<file path="src/rtl/sme_pkg.sv">
// Shared encodings, state enum and character constants for the string-match controller.
package sme_pkg;

    typedef enum logic [1:0] {
        CMD_STR   = 2'd0,
        CMD_PAT   = 2'd1,
        CMD_END   = 2'd2,
        CMD_FLUSH = 2'd3
    } cmd_e;

    typedef enum logic [2:0] {
        COLLECT,
        SEND_STR,
        SEND_PAT,
        GAP,
        WAIT,
        RESP
    } state_e;

    localparam logic [7:0] CH_CARET  = 8'd94;
    localparam logic [7:0] CH_DOLLAR = 8'd36;
    localparam logic [7:0] CH_DOT    = 8'd46;
    localparam logic [7:0] CH_SPACE  = 8'd32;

    localparam int STR_MAX_DEF = 32;
    localparam int PAT_MAX_DEF = 10;
    localparam int TMO_CYC_DEF = 64;

endpackage

</file>
<file path="src/rtl/sme_ctrl_if.sv">
// Host command, matcher engine and result channels of the string-match controller.
interface sme_ctrl_if;
    logic       cmd_valid;
    logic       cmd_ready;
    logic [1:0] cmd_type;
    logic [7:0] cmd_data;
    logic [7:0] eng_chardata;
    logic       eng_isstring;
    logic       eng_ispattern;
    logic       eng_match;
    logic [4:0] eng_match_index;
    logic       eng_valid;
    logic       res_valid;
    logic       res_ready;
    logic       res_match;
    logic [4:0] res_index;
    logic       res_err;

    modport slave (
        input  cmd_valid, cmd_type, cmd_data, eng_match, eng_match_index, eng_valid, res_ready,
        output cmd_ready, eng_chardata, eng_isstring, eng_ispattern, res_valid, res_match,
               res_index, res_err
    );

    modport master (
        output cmd_valid, cmd_type, cmd_data, eng_match, eng_match_index, eng_valid, res_ready,
        input  cmd_ready, eng_chardata, eng_isstring, eng_ispattern, res_valid, res_match,
               res_index, res_err
    );
endinterface

</file>
<file path="src/rtl/sme_ctrl_buf.sv">
// Generic byte register file: one synchronous write port, one asynchronous read port.
module sme_ctrl_buf #(
    parameter int DEPTH = 32,
    parameter int W     = 8,
    localparam int AW   = $clog2(DEPTH)
) (
    input  logic          clk,
    input  logic          we_i,
    input  logic [AW-1:0] waddr_i,
    input  logic [W-1:0]  wdata_i,
    input  logic [AW-1:0] raddr_i,
    output logic [W-1:0]  rdata_o
);
    // Rounded up to a power of two so every address is in range.
    logic [W-1:0] mem_q [2**AW];

    always_ff @(posedge clk) begin
        if (we_i) mem_q[waddr_i] <= wdata_i;
    end

    assign rdata_o = mem_q[raddr_i];
endmodule

</file>
<file path="src/rtl/sme_ctrl.sv">
// String-match controller: buffers host string/pattern bytes and replays them to the matcher.
// Optional watchdog in WAIT enabled by defining SME_CTRL_TIMEOUT_EN.
module sme_ctrl
    import sme_pkg::*;
#(
    parameter int STR_MAX = STR_MAX_DEF,
    parameter int PAT_MAX = PAT_MAX_DEF,
    parameter int TMO_CYC = TMO_CYC_DEF
) (
    input logic       clk,
    input logic       reset,
    sme_ctrl_if.slave bus
);
    localparam int SAW = $clog2(STR_MAX);
    localparam int PAW = $clog2(PAT_MAX);
    localparam int SCW = SAW + 1;
    localparam int PCW = PAW + 1;
    localparam logic [SCW-1:0] STR_LIM = SCW'(STR_MAX);
    localparam logic [PCW-1:0] PAT_LIM = PCW'(PAT_MAX);

    state_e         state_q;
    logic [SCW-1:0] str_cnt_q, sidx_q;
    logic [PCW-1:0] pat_cnt_q, pidx_q;
    logic           str_new_q, ovf_q;
    logic           cmd_ready_q, isstr_q, ispat_q, res_valid_q, res_match_q, res_err_q;
    logic [7:0]     chardata_q;
    logic [4:0]     res_index_q;

    cmd_e           cmd_t;
    logic           cmd_fire;
    logic [SCW-1:0] str_base_d;
    logic           str_full_d, pat_full_d, str_we_d, pat_we_d;
    logic [SAW-1:0] str_raddr_d;
    logic [PAW-1:0] pat_raddr_d;
    logic [7:0]     str_rdata_d, pat_rdata_d;

    assign cmd_t      = cmd_e'(bus.cmd_type);
    assign cmd_fire   = bus.cmd_valid && cmd_ready_q;
    // A retained (already sent) string is overwritten from index 0 by the next string byte.
    assign str_base_d = str_new_q ? str_cnt_q : '0;
    assign str_full_d = (str_base_d == STR_LIM);
    assign pat_full_d = (pat_cnt_q == PAT_LIM);
    assign str_we_d   = cmd_fire && (cmd_t == CMD_STR) && !str_full_d;
    assign pat_we_d   = cmd_fire && (cmd_t == CMD_PAT) && !pat_full_d;

    always_comb begin
        str_raddr_d = '0;
        pat_raddr_d = '0;
        if (state_q == SEND_STR) str_raddr_d = sidx_q[SAW-1:0];
        if (state_q == SEND_PAT) pat_raddr_d = pidx_q[PAW-1:0];
    end

    sme_ctrl_buf #(.DEPTH(STR_MAX), .W(8)) u_str_buf (
        .clk     (clk),
        .we_i    (str_we_d),
        .waddr_i (str_base_d[SAW-1:0]),
        .wdata_i (bus.cmd_data),
        .raddr_i (str_raddr_d),
        .rdata_o (str_rdata_d)
    );

    sme_ctrl_buf #(.DEPTH(PAT_MAX), .W(8)) u_pat_buf (
        .clk     (clk),
        .we_i    (pat_we_d),
        .waddr_i (pat_cnt_q[PAW-1:0]),
        .wdata_i (bus.cmd_data),
        .raddr_i (pat_raddr_d),
        .rdata_o (pat_rdata_d)
    );

`ifdef SME_CTRL_TIMEOUT_EN
    localparam int TW = $clog2(TMO_CYC) + 1;
    localparam logic [TW-1:0] TMO_LAST = TW'(TMO_CYC - 1);
    logic [TW-1:0] wdog_q;
`endif

    always_ff @(posedge clk or negedge reset) begin
        if (!reset) begin
            state_q     <= COLLECT;
            str_cnt_q   <= '0;
            sidx_q      <= '0;
            pat_cnt_q   <= '0;
            pidx_q      <= '0;
            str_new_q   <= 1'b0;
            ovf_q       <= 1'b0;
            cmd_ready_q <= 1'b0;
            isstr_q     <= 1'b0;
            ispat_q     <= 1'b0;
            chardata_q  <= '0;
            res_valid_q <= 1'b0;
            res_match_q <= 1'b0;
            res_index_q <= '0;
            res_err_q   <= 1'b0;
`ifdef SME_CTRL_TIMEOUT_EN
            wdog_q      <= '0;
`endif
        end else begin
            case (state_q)
                COLLECT: begin
                    cmd_ready_q <= 1'b1;
                    if (cmd_fire) begin
                        case (cmd_t)
                            CMD_STR: begin
                                if (str_full_d) ovf_q <= 1'b1;
                                else begin
                                    str_cnt_q <= str_base_d + SCW'(1);
                                    str_new_q <= 1'b1;
                                end
                            end
                            CMD_PAT: begin
                                if (pat_full_d) ovf_q <= 1'b1;
                                else            pat_cnt_q <= pat_cnt_q + PCW'(1);
                            end
                            CMD_FLUSH: begin
                                str_cnt_q <= '0;
                                str_new_q <= 1'b0;
                            end
                            CMD_END: begin
                                cmd_ready_q <= 1'b0;
                                if (ovf_q || (pat_cnt_q == '0)) begin
                                    state_q     <= RESP;
                                    res_valid_q <= 1'b1;
                                    res_err_q   <= 1'b1;
                                    res_match_q <= 1'b0;
                                    res_index_q <= '0;
                                end else begin
                                    // First byte goes out on this edge for single-cycle latency.
                                    str_new_q <= 1'b0;
                                    if (str_new_q && (str_cnt_q != '0)) begin
                                        state_q    <= SEND_STR;
                                        isstr_q    <= 1'b1;
                                        chardata_q <= str_rdata_d;
                                        sidx_q     <= SCW'(1);
                                    end else begin
                                        state_q    <= SEND_PAT;
                                        ispat_q    <= 1'b1;
                                        chardata_q <= pat_rdata_d;
                                        pidx_q     <= PCW'(1);
                                    end
                                end
                            end
                            default: ;
                        endcase
                    end
                end
                SEND_STR: begin
                    if (sidx_q == str_cnt_q) begin
                        state_q    <= SEND_PAT;
                        isstr_q    <= 1'b0;
                        ispat_q    <= 1'b1;
                        chardata_q <= pat_rdata_d;
                        pidx_q     <= PCW'(1);
                    end else begin
                        chardata_q <= str_rdata_d;
                        sidx_q     <= sidx_q + SCW'(1);
                    end
                end
                SEND_PAT: begin
                    if (pidx_q == pat_cnt_q) begin
                        state_q    <= GAP;
                        ispat_q    <= 1'b0;
                        chardata_q <= '0;
                    end else begin
                        chardata_q <= pat_rdata_d;
                        pidx_q     <= pidx_q + PCW'(1);
                    end
                end
                GAP: begin
                    state_q <= WAIT;
`ifdef SME_CTRL_TIMEOUT_EN
                    wdog_q  <= '0;
`endif
                end
                WAIT: begin
                    if (bus.eng_valid) begin
                        state_q     <= RESP;
                        res_valid_q <= 1'b1;
                        res_match_q <= bus.eng_match;
                        res_index_q <= bus.eng_match_index;
                        res_err_q   <= 1'b0;
                    end
`ifdef SME_CTRL_TIMEOUT_EN
                    // The matcher state is unknown after a timeout, so force a string resend.
                    else if (wdog_q == TMO_LAST) begin
                        state_q     <= RESP;
                        res_valid_q <= 1'b1;
                        res_match_q <= 1'b0;
                        res_index_q <= '0;
                        res_err_q   <= 1'b1;
                        str_new_q   <= 1'b1;
                    end else begin
                        wdog_q <= wdog_q + TW'(1);
                    end
`endif
                end
                RESP: begin
                    if (bus.res_ready) begin
                        state_q     <= COLLECT;
                        cmd_ready_q <= 1'b1;
                        res_valid_q <= 1'b0;
                        res_match_q <= 1'b0;
                        res_index_q <= '0;
                        res_err_q   <= 1'b0;
                        pat_cnt_q   <= '0;
                        ovf_q       <= 1'b0;
                    end
                end
                default: state_q <= COLLECT;
            endcase
        end
    end

    assign bus.cmd_ready     = cmd_ready_q;
    assign bus.eng_chardata  = chardata_q;
    assign bus.eng_isstring  = isstr_q;
    assign bus.eng_ispattern = ispat_q;
    assign bus.res_valid     = res_valid_q;
    assign bus.res_match     = res_match_q;
    assign bus.res_index     = res_index_q;
    assign bus.res_err       = res_err_q;
endmodule

</file>
<file path="src/flat_wrapper.sv">
// flat-port wrapper written by rule: the top's interface ports become plain ports
module sme_ctrl_flat import sme_pkg::*;
#(
    parameter int STR_MAX = STR_MAX_DEF,
    parameter int PAT_MAX = PAT_MAX_DEF,
    parameter int TMO_CYC = TMO_CYC_DEF
)
  (clk, reset, bus_cmd_valid, bus_cmd_type, bus_cmd_data, bus_eng_match, bus_eng_match_index, bus_eng_valid, bus_res_ready, bus_cmd_ready, bus_eng_chardata, bus_eng_isstring, bus_eng_ispattern, bus_res_valid, bus_res_match, bus_res_index, bus_res_err);
  sme_ctrl_if bus_i ();
  input logic clk;
  input logic reset;
  input wire logic [$bits(bus_i.cmd_valid)-1:0] bus_cmd_valid;
  input wire logic [$bits(bus_i.cmd_type)-1:0] bus_cmd_type;
  input wire logic [$bits(bus_i.cmd_data)-1:0] bus_cmd_data;
  input wire logic [$bits(bus_i.eng_match)-1:0] bus_eng_match;
  input wire logic [$bits(bus_i.eng_match_index)-1:0] bus_eng_match_index;
  input wire logic [$bits(bus_i.eng_valid)-1:0] bus_eng_valid;
  input wire logic [$bits(bus_i.res_ready)-1:0] bus_res_ready;
  output wire logic [$bits(bus_i.cmd_ready)-1:0] bus_cmd_ready;
  output wire logic [$bits(bus_i.eng_chardata)-1:0] bus_eng_chardata;
  output wire logic [$bits(bus_i.eng_isstring)-1:0] bus_eng_isstring;
  output wire logic [$bits(bus_i.eng_ispattern)-1:0] bus_eng_ispattern;
  output wire logic [$bits(bus_i.res_valid)-1:0] bus_res_valid;
  output wire logic [$bits(bus_i.res_match)-1:0] bus_res_match;
  output wire logic [$bits(bus_i.res_index)-1:0] bus_res_index;
  output wire logic [$bits(bus_i.res_err)-1:0] bus_res_err;
  assign bus_i.cmd_valid = bus_cmd_valid;
  assign bus_i.cmd_type = bus_cmd_type;
  assign bus_i.cmd_data = bus_cmd_data;
  assign bus_i.eng_match = bus_eng_match;
  assign bus_i.eng_match_index = bus_eng_match_index;
  assign bus_i.eng_valid = bus_eng_valid;
  assign bus_i.res_ready = bus_res_ready;
  assign bus_cmd_ready = bus_i.cmd_ready;
  assign bus_eng_chardata = bus_i.eng_chardata;
  assign bus_eng_isstring = bus_i.eng_isstring;
  assign bus_eng_ispattern = bus_i.eng_ispattern;
  assign bus_res_valid = bus_i.res_valid;
  assign bus_res_match = bus_i.res_match;
  assign bus_res_index = bus_i.res_index;
  assign bus_res_err = bus_i.res_err;
  sme_ctrl #(.STR_MAX(STR_MAX), .PAT_MAX(PAT_MAX), .TMO_CYC(TMO_CYC)) u_core (.clk(clk), .reset(reset), .bus(bus_i));
endmodule
</file>
<file path="config.mk">
export PLATFORM = sky130hd
export DESIGN_NAME = sme_ctrl_flat
export DESIGN_NICKNAME = d
export VERILOG_FILES = /design/src/rtl/sme_pkg.sv /design/src/rtl/sme_ctrl_if.sv /design/src/rtl/sme_ctrl_buf.sv /design/src/rtl/sme_ctrl.sv /design/src/flat_wrapper.sv
export SDC_FILE = /design/constraint.sdc
export NUM_CORES = 1
export LEC_CHECK = 0
export BUFFER_PORTS_ARGS = -buffer_cell sky130_fd_sc_hd__buf_2
export CELL_PAD_IN_SITES_DETAIL_PLACEMENT = 1
export CELL_PAD_IN_SITES_GLOBAL_PLACEMENT = 1
export CORE_MARGIN = 5
export CORE_UTILIZATION = 57
export DETAILED_ROUTE_END_ITERATION = 10
export PLACE_DENSITY_LB_ADDON = 0.2
export SLEW_MARGIN = 20
export SYNTH_ARGS = -nofsm -noshare
export SYNTH_HDL_FRONTEND = slang
export SYNTH_SLANG_ARGS = --single-unit
</file>
<file path="constraint.sdc">
create_clock -name clk -period 3.7 [get_ports clk]
set_input_delay 0.925 -clock clk [delete_from_list [all_inputs] [get_ports clk]]
set_output_delay 0.925 -clock clk [all_outputs]
set_load 0.05 [all_outputs]
</file>
==> results of run 1 <==
## how the worst max path moves through the flow
stage	start	endpoint	cells past startpoint
CTS	u_core.str_new_q	u_core.u_str_buf.mem_q[17][4]	8
detailed placement	u_core.str_new_q	u_core.u_str_buf.mem_q[17][4]	8
global route	u_core.str_new_q	u_core.u_str_buf.mem_q[17][4]	8
global placement	bus_cmd_type[0]	u_core.u_str_buf.mem_q[17][5]	6
finish	u_core.str_new_q	u_core.u_str_buf.mem_q[17][4]	8
floorplan	bus_cmd_valid	u_core.pidx_q[3]	7
## state kept, by name, summed over array words and instances (netlist names), 3 cells and up
| name | flops |
|---|---|
| u_core.u_str_buf.mem_q | 256 |
| u_core.u_pat_buf.mem_q | 128 |
| u_core.bus.eng_chardata | 8 |
| u_core.sidx_q | 6 |
| u_core.str_cnt_q | 6 |
| u_core.bus.res_index | 5 |
| u_core.pat_cnt_q | 5 |
| u_core.pidx_q | 5 |
| u_core.state_q | 3 |
## power by group
part	switching, W	total, W	internal [W]
logic	0.00271	0.00400	0.00129
clock network	0.00182	0.00465	0.00283
registers	0.000366	0.00589	0.00553
## placed cells by master (no fill, tap or decap), drive strengths merged, types with 5 or more instances in the layout
cell type  Yosys  layout
a211oi        36      36
a21o           9       9
a21oi         78      78
a221o         19      19
a221oi        13      13
a22oi          8       8
and2           7       7
and3           5       5
buf           41      96
bufinv         0       8
clkbuf        53      52
clkinv         0      16
dfrtp         46      46
edfxtp       384     384
ha            10      10
inv           11      11
mux2          28      28
mux2i         54      54
nand2        116     116
nand2b         9       9
nand3         45      45
nand4          5       5
nor2          91      91
nor2b         10      10
nor3          12      12
o2111ai        8       8
o211ai        44      44
o21ai         51      51
o221ai         7       7
o22ai         16      16
o2bb2ai       17      17
o31ai         12      12
or3            7       7
xor2          12      12
## cell usage after synthesis (4+ instances only)
cell type | count | area (um^2)
o211ai_1 | 44 | 330
edfxtp_1 | 384 | 11500
a22oi_1 | 8 | 60.1
nand4_1 | 5 | 31.3
mux2_2 | 28 | 315
buf_2 | 27 | 135
a21oi_1 | 78 | 390
ha_1 | 10 | 125
clkbuf_1 | 53 | 199
a211oi_1 | 36 | 270
nand2_1 | 116 | 435
mux2i_1 | 54 | 541
o221ai_1 | 7 | 61.3
a221oi_1 | 13 | 114
buf_1 | 11 | 41.3
o31ai_1 | 12 | 90.1
dfrtp_1 | 46 | 1150
xor2_1 | 12 | 105
o22ai_1 | 16 | 100
o2111ai_1 | 8 | 70.1
a221o_1 | 19 | 190
a21o_1 | 9 | 67.6
and3_1 | 5 | 31.3
nor3_1 | 11 | 55.1
nor2_1 | 90 | 338
and2_1 | 7 | 43.8
nand3_1 | 45 | 225
nand4bb_1 | 4 | 45.0
o2bb2ai_1 | 17 | 149
nand2b_1 | 9 | 56.3
inv_1 | 11 | 41.3
or3_1 | 7 | 43.8
o21ai_0 | 50 | 250
nor2b_1 | 10 | 62.6
## kinds of logic (layout without fill, tap and decap cells)
family                   Yosys count  in the layout  share of synthesized area
flip-flops                       430            430                      0.697
multiplexers                      84             84                     0.0495
XOR/XNOR                          14             14                    0.00674
AND/OR/NAND/NOR                  330            330                     0.0857
adder cells (fa/ha/maj)           10             10                    0.00688
buffers and inverters            105            184                     0.0246
AO/OA/AOI/OAI                    341            341                      0.129
## metrics by stage
stage / power (W) / worst slack [ns] / instances / cell area (um^2)
floorplan: 0.00867 / 1.14 / 1314 / 18200
CTS: 0.0146 / 0.482 / 1795 / 20400
detailed placement: 0.00992 / 0.568 / 1718 / 18900
global route: 0.0152 / 0.284 / 1795 / 20400
global placement: 0.00977 / 0.746 / 1718 / 18900
finish: 0.0145 / 0.491 / 1795 / 20400
## per-layer routing
metal | vias up | global-route usage
met5 | - | 0
met4 | 2 | 0.117
met3 | 128 | 0.0508
met2 | 497 | 0.489
met1 | 6026 | 0.359
li1 | 5202 | -
## final cells by class
class / instances / area share
timing repair buffer: 96 / 0.0310
clock inverter: 25 / 0.0159
multi-input combinational: 779 / 0.248
inverter: 11 / 0.00202
sequential: 430 / 0.621
tap: 402 / 0.0246
clock buffer: 52 / 0.0579
## worst max-delay path: cells and delay by family (launching register included)
kind	cells	cell delay, ns
AO/OA/AOI/OAI	1	0.22
flip-flops	1	0.54
AND/OR/NAND/NOR	4	1.61
buffers and inverters	2	0.32
adder cells (fa/ha/maj)	1	0.22
==> results.py, run 1 <==
metrics = {
    "worst_hold_path": {
        "whs_endpoint": "u_core.bus.res_match",
        "hold_path_startpoint": "u_core.bus.res_match",
        "holdCritPathClass": "register to register",
        "hold_depth": 2,
    },
    "critical_path": {
        "worst_r2r_path_depth": 8,
        "crit_type": "register to register",
        "slowest_delay_ns": 0.54,
        "required_ns": 3.95,
        "rr_endpoint": "u_core.u_str_buf.mem_q[17][4]",
        "reg2reg_setup_slack_ns": 0.49,
        "path_cells": "and2_1, inv_1, ha_1, a41o_1, nor3_1, nand2_1, nor2_1, buf_4",
        "arrival_ns": 3.46,
        "end_kind": "register",
        "critPathLaunchType": "register",
        "r2r-start": "u_core.str_new_q",
        "crit_slowest_cell": "dfrtp_1",
        "worstPathMaxFanout": 10,
    },
    "layout": {
        "finalNetCount": 1393,
        "finish.utilization": 0.648,
        "area_delta_synth_final_pct": 12.4,
        "layout-drive-gt1-share": 0.146,
        "regArea_um2": 12700,
        "diodes": 0,
        "fillers": 2896,
        "multi_input_area_um2": 5070,
    },
    "synth": {
        "synth_seq_cells": 430,
        "synth_area_um2": 18200,
        "synth_edf_count": 384,
        "async_flop_share": 0.107,
        "syn_inst": 1314,
        "synth_seq_area_share": 0.697,
        "synth-main-ff-cell": "edfxtp_1",
        "syn_avg_cell_area_um2": 13.8,
        "syn_nets": 1345,
        "ys_warn_count": 0,
        "ys_types": 65,
    },
    "sta": {
        "tightest_slew_ns": 1.17,
        "tns_ns": 0,
        "fin_crit_sh": 0.867,
        "finalHoldViolCount": 0,
        "slew_headroom": 0.220,
        "period_needed_ns": 3.21,
        "setup_viol": 0,
        "finClkSkew_ns": 0.0110,
        "hold_slack_ns": 0.478,
        "rsz0062_at_grt": "false",
        "max_freq_mhz": 312,
        "final-max-slew-violation-count": 0,
    },
    "detailed_routing": {
        "drt_iter0_drc": 1214,
        "firstDrtPassIters": 5,
        "wl_met3_um": 3280,
        "drc": 0,
        "top_layer_used": "met5",
        "vias_per_cell": 6.60,
        "wl_per_cell_um": 28.3,
        "dr_wl_met2_um": 25700,
        "drt-met1-wl_um": 19600,
        "postRouteAntennaNets": 0,
        "vias": 11855,
        "wirelength_um": 50800,
    },
    "grt": {
        "grt_pass1_wl_um": 76900,
        "antenna_found_initial": 1,
        "overflow": 0,
        "globalRouteTotalUtil": 0.284,
        "grt_max_degree": 62,
        "grt_pass1_vias": 12516,
    },
    "clocking": {
        "htreeDepth": 2,
        "cts_buffers": 44,
        "postCtsSetupRepairBufs": 0,
        "cts_tree": "done",
        "cts_max_path_buffers": 3,
        "post_cts_resized": 0,
        "clkSlewWorstSetupHoldPaths_ns": 0.06,
        "cts.sinks": 430,
        "cts-root-buf": "clkbuf_16",
        "clock_latency_ns": 0.55,
        "holdBufCountCts": 0,
    },
    "run_status": {
        "outcome": "completed",
    },
    "power_and_ir_drop": {
        "leakagePower_nw": 6.98,
        "ir_drop_mv": 0.491,
        "p_per_area_nw_per_um2": 711,
    },
    "placed_design": {
        "finalWeightedCongestion": 0.900,
        "portBuffers": 39,
        "dp_hpwl_um": 32300,
    },
    "floorplanning": {
        "rows": 65,
        "die_x_um": 189,
        "dieArea_um2": 35600,
        "start_util": 0.576,
        "core_area_um2": 31600,
        "pin_count": 40,
        "die-height_um": 189,
    },
    "job": {
        "drv_cap": 0,
    },
}
Note: power is estimated with default switching activity, not from simulation.
==> inputs of run 2 (changes only) <==
--- a/config.mk
+++ b/config.mk
@@ -11,6 +11,7 @@
 export CORE_MARGIN = 5
 export CORE_UTILIZATION = 57
 export DETAILED_ROUTE_END_ITERATION = 10
+export GPL_TIMING_DRIVEN = 0
 export PLACE_DENSITY_LB_ADDON = 0.2
 export SLEW_MARGIN = 20
 export SYNTH_ARGS = -nofsm -noshare
==> results.py, run 2 (synthesized netlist as in run 1, its figures left out) <==
metrics = {
    "power_and_ir_drop": {
        "leakagePower_nw": 6.90,
        "power.switching_fraction": 0.357,
        "pwr-share-comb": 0.313,
        "power.clock.fraction": 0.304,
        "seqPwrFrac": 0.383,
        "ir_drop_mv": 0.492,
        "power.net_switching_w": 0.00531,
        "p_int_w": 0.00955,
        "p_per_area_nw_per_um2": 725,
    },
    "placed_design": {
        "finalWeightedCongestion": 0.905,
        "dp_hpwl_um": 35100,
        "portBuffers": 39,
        "dp_slack_ns": 0.0102,
    },
    "sta": {
        "finalHoldViolCount": 0,
        "tightest_slew_ns": 1.16,
        "finClkSkew_ns": 0.0288,
        "rsz0062_at_grt": "true",
        "final.setup.worst_slack_ns": 0.0254,
        "tns_ns": 0,
        "setup_viol": 0,
        "final-max-slew-violation-count": 0,
        "max_freq_mhz": 272,
        "slew_headroom": 0.224,
        "fin_crit_sh": 0.993,
        "period_needed_ns": 3.67,
    },
    "critical_path": {
        "end_kind": "register",
        "worstPathMaxFanout": 10,
        "required_ns": 3.88,
        "r2r-start": "u_core.str_new_q",
        "crit_path_start": "u_core.str_new_q",
        "timing.critical_path.to": "u_core.u_str_buf.mem_q[15][1]",
        "arrival_ns": 3.86,
        "reg2reg_setup_slack_ns": 0.03,
        "worst_r2r_path_depth": 7,
        "crit_type": "register to register",
        "rr_endpoint": "u_core.u_str_buf.mem_q[15][1]",
        "critPathLaunchType": "register",
    },
    "detailed_routing": {
        "drt_iter0_drc": 1483,
        "vias_per_cell": 6.68,
        "drc": 0,
        "vias": 12282,
        "firstDrtPassIters": 6,
        "wl_per_cell_um": 29.4,
        "postRouteAntennaNets": 0,
        "wirelength_um": 54100,
    },
    "clocking": {
        "cts-root-buf": "clkbuf_16",
        "cts_tree": "done",
        "clkSlewWorstSetupHoldPaths_ns": 0.07,
        "clock_latency_ns": 0.56,
        "cts.sinks": 430,
        "cts_buffers": 44,
        "htreeDepth": 2,
        "postCtsSetupRepairBufs": 0,
        "cts_max_path_buffers": 3,
    },
    "floorplanning": {
        "dieArea_um2": 35600,
        "core_area_um2": 31600,
        "die-height_um": 189,
        "die_x_um": 189,
        "rows": 65,
        "start_util": 0.576,
        "pin_count": 40,
    },
    "grt": {
        "grt_max_degree": 49,
        "globalRouteTotalUtil": 0.301,
        "grt_pass1_wl_um": 81000,
        "grt_pass1_vias": 13123,
        "antenna_found_initial": 0,
        "overflow": 0,
    },
    "layout": {
        "finalNetCount": 1431,
        "area_delta_synth_final_pct": 12.7,
        "mostFrequentLayoutCells": "edfxtp_1, nand2_1, a21oi_1",
        "top_register": "u_core.u_str_buf.mem_q",
        "finish.utilization": 0.649,
        "layout.cells.most_common": "edfxtp_1",
        "diodes": 0,
        "layout-drive-gt1-share": 0.146,
        "largest_register_ffs": 256,
    },
    "run_status": {
        "outcome": "completed",
    },
    "job": {
        "drv_cap": 0,
    },
    "worst_hold_path": {
        "holdCritPathClass": "input pin to async pin",
    },
}
-- run 2: area by class of cell --
class	count	area (um^2)
sequential	430	12700
fill	2934	11100
multi-input combinational	779	5180
clock buffer	63	1230
tap	402	503
buffer	94	405
clock inverter	19	223
timing repair buffer	40	223
inverter	11	41.3
-- run 2: power groups by stage --
stage                     Combinational (W)  Clock, W  Sequential, W
after global placement              0.00431         0        0.00577
after global routing                0.00492   0.00477        0.00571
final                               0.00465   0.00452        0.00569
after CTS                           0.00453   0.00454        0.00569
after floorplan                     0.00269         0        0.00599
after detailed placement            0.00446         0        0.00579
-- run 2: how the worst min path moves through the flow --
stage               depth (start not counted)                     from                      end
floorplan                                   2             u_core.ovf_q             u_core.ovf_q
global placement                            2  u_core.bus.res_index[0]  u_core.bus.res_index[0]
detailed placement                          2  u_core.bus.res_index[0]  u_core.bus.res_index[0]
CTS                                         1                    reset      u_core.str_cnt_q[3]
global route                                1                    reset      u_core.str_cnt_q[5]
finish                                      1                    reset      u_core.str_cnt_q[5]
-- run 2: worst max-delay path: stages, from the launching register on --
cell      delay, ns
dfrtp_1        0.45
clkbuf_1       0.42
nand2_1        0.19
ha_1           0.28
a41o_1         0.22
nor3_1         0.46
nand2_1        0.66
nor2_2         0.64
-- run 2: through the flow --
| step | hold WS (ns) | instance area (um^2) | instances | total power, W |
|---|---|---|---|---|
| after detailed placement | 0.474 | 18900 | 1755 | 0.0102 |
| after global placement | 0.461 | 18900 | 1755 | 0.0101 |
| after global routing | 0.460 | 20500 | 1838 | 0.0154 |
| final | 0.396 | 20500 | 1838 | 0.0149 |
| after CTS | 0.429 | 20400 | 1837 | 0.0148 |
| after floorplan | 0.487 | 18200 | 1314 | 0.00867 |
-- run 2: layer usage --
metal	global-route usage	vias to the layer above	wire length (um)
met4	0.128	0	2370
li1	-	5290	-
met3	0.0626	148	4180
met5	0	-	0
met2	0.517	594	27400
met1	0.374	6250	20100
-- run 2: timing repair --
action | CTS | global route
endpoints found under the setup margin | 32 | 240
resized for setup | 5 | 30
hold buffers | 0 | 0
==> inputs of run 3 (changes only) <==
--- a/config.mk
+++ b/config.mk
@@ -9,7 +9,8 @@
 export CELL_PAD_IN_SITES_DETAIL_PLACEMENT = 1
 export CELL_PAD_IN_SITES_GLOBAL_PLACEMENT = 1
 export CORE_MARGIN = 5
-export CORE_UTILIZATION = 57
+export CORE_UTILIZATION = 51
+export CTS_BUF_LIST = sky130_fd_sc_hd__clkbuf_4
 export DETAILED_ROUTE_END_ITERATION = 10
 export GPL_TIMING_DRIVEN = 0
 export PLACE_DENSITY_LB_ADDON = 0.2
==> results.py, run 3 (synthesized netlist as in run 1, its figures left out) <==
metrics = {
    "run_status": {
        "outcome": "completed",
    },
    "worst_hold_path": {
        "holdCritPathClass": "input pin to async pin",
    },
    "grt": {
        "grt_max_degree": 49,
        "overflow": 0,
        "grt_pass1_wl_um": 79800,
        "antenna_found_initial": 1,
        "globalRouteTotalUtil": 0.270,
        "grt_pass1_vias": 13093,
    },
    "clocking": {
        "cts_max_path_buffers": 3,
        "htreeDepth": 3,
        "cts_tree": "done",
        "cts_buffers": 107,
        "holdBufCountCts": 0,
        "postCtsSetupRepairBufs": 0,
        "cts.sinks": 430,
        "post_cts_resized": 2,
        "clock_latency_ns": 0.83,
        "clkSlewWorstSetupHoldPaths_ns": 0.07,
        "cts-root-buf": "clkbuf_4",
    },
    "layout": {
        "top_register": "u_core.u_str_buf.mem_q",
        "layout.cells.most_common": "edfxtp_1",
        "final_cell_area_um2": 20500,
        "area_delta_synth_final_pct": 12.5,
        "finalNetCount": 1493,
        "largest_register_ffs": 256,
        "layout-drive-gt1-share": 0.196,
        "fillers": 3560,
        "mostFrequentLayoutCells": "edfxtp_1, clkbuf_4, nand2_1",
    },
    "detailed_routing": {
        "wirelength_um": 53000,
        "firstDrtPassIters": 9,
        "postRouteAntennaNets": 0,
        "vias": 12441,
        "drc": 0,
        "vias_per_cell": 6.17,
        "wl_per_cell_um": 26.3,
        "drt_iter0_drc": 1324,
    },
    "sta": {
        "finalHoldViolCount": 0,
        "finClkSkew_ns": 0.0787,
        "final-max-slew-violation-count": 0,
        "tns_ns": 0,
        "tightest_slew_ns": 1.10,
        "period_needed_ns": 3.69,
        "setup_viol": 0,
        "slew_headroom": 0.267,
        "rsz0062_at_grt": "true",
        "fin_crit_sh": 0.997,
        "max_freq_mhz": 271,
    },
    "job": {
        "drv_cap": 0,
    },
    "critical_path": {
        "crit_slowest_cell": "nor2_1",
        "path_delay_family": "simple AND/OR/NAND/NOR gates",
        "required_ns": 4.13,
        "path_cells": "clkbuf_1, nand2_1, ha_1, a41o_1, nor3_1, nand2_1, nor2_1",
        "worstPathMaxFanout": 10,
        "slowest_delay_ns": 0.77,
        "end_kind": "register",
        "crit_path_frequent_cell": "nand2_1",
        "arrival_ns": 4.12,
        "cp.buffers_inverters": 1,
        "critPathLaunchType": "register",
        "crit_type": "register to register",
    },
    "power_and_ir_drop": {
        "ir_drop_mv": 0.355,
        "p_per_area_nw_per_um2": 703,
        "leakagePower_nw": 7.01,
    },
    "floorplanning": {
        "dieArea_um2": 39500,
        "core_area_um2": 35400,
        "start_util": 0.514,
        "die_x_um": 199,
        "pin_count": 40,
        "die-height_um": 199,
        "rows": 69,
    },
    "placed_design": {
        "portBuffers": 39,
        "dp_hpwl_um": 35000,
        "dpl-instance-area_um2": 19000,
        "finalWeightedCongestion": 0.853,
    },
}
==> run 3: cell types whose count changed in the layout (fill, tap and decap cells not counted), sizes merged <==
| cell | before | now |
|---|---|---|
| clkinv | 14 | 39 |
| diode | 0 | 1 |
| clkinvlp | 0 | 1 |
| buf | 81 | 80 |
| bufinv | 5 | 2 |
| inv | 11 | 13 |
| clkbuf | 116 | 210 |
==> run 3: cell type report <==
cell class / instances / area (um^2) / area share
timing repair buffer: 39 / 208 / 0.0102
multi-input combinational: 779 / 5130 / 0.251
clock buffer: 157 / 1180 / 0.0576
antenna: 1 / 2.50 / 0.000122
inverter: 11 / 41.3 / 0.00202
buffer: 94 / 405 / 0.0198
tap: 461 / 577 / 0.0282
sequential: 430 / 12700 / 0.620
clock inverter: 44 / 228 / 0.0111
==> run 3: power breakdown <==
part           switching, W  internal, W  total (W)
combinational       0.00328      0.00135    0.00463
sequential         0.000164      0.00552    0.00568
clock               0.00196      0.00209    0.00406
==> run 3: per-layer routing <==
metal	share of wire	vias up	track usage
met5	0	-	0
met4	0.038	0	0.111
met3	0.066	122	0.0483
met2	0.50	548	0.454
met1	0.40	6282	0.351
li1	-	5489	-
==> run 3: worst paths after layout <==
kind	start	end	slack (ns)	cells after the start
setup / recovery	u_core.str_new_q	u_core.u_str_buf.mem_q[22][4]	0.01	7
hold / removal	reset	u_core.state_q[1]	0.14	1
setup reg to reg	u_core.str_new_q	u_core.u_str_buf.mem_q[22][4]	0.01	7
hold reg to reg	u_core.bus.res_index[0]	u_core.bus.res_index[0]	0.48	2
max in group asynchronous	reset	u_core.pat_cnt_q[1]	3.07	1
min in group clk	bus_eng_match_index[2]	u_core.bus.res_index[2]	0.41	3
==> run 3: through the flow <==
step	power, W	instances	hold slack [ns]	utilization	setup slack [ns]
2_1_floorplan	0.00867	1314	0.487	-	1.14
3_5_place_dp	0.0103	1814	0.475	0.536	-0.0599
6_report	0.0144	2016	0.144	0.578	0.0106
5_1_grt	0.0151	2016	0.142	0.578	-0.174
3_3_place_gp	0.0102	1814	0.460	0.535	0.107
4_1_cts	0.0144	2015	0.0982	0.576	0.0354
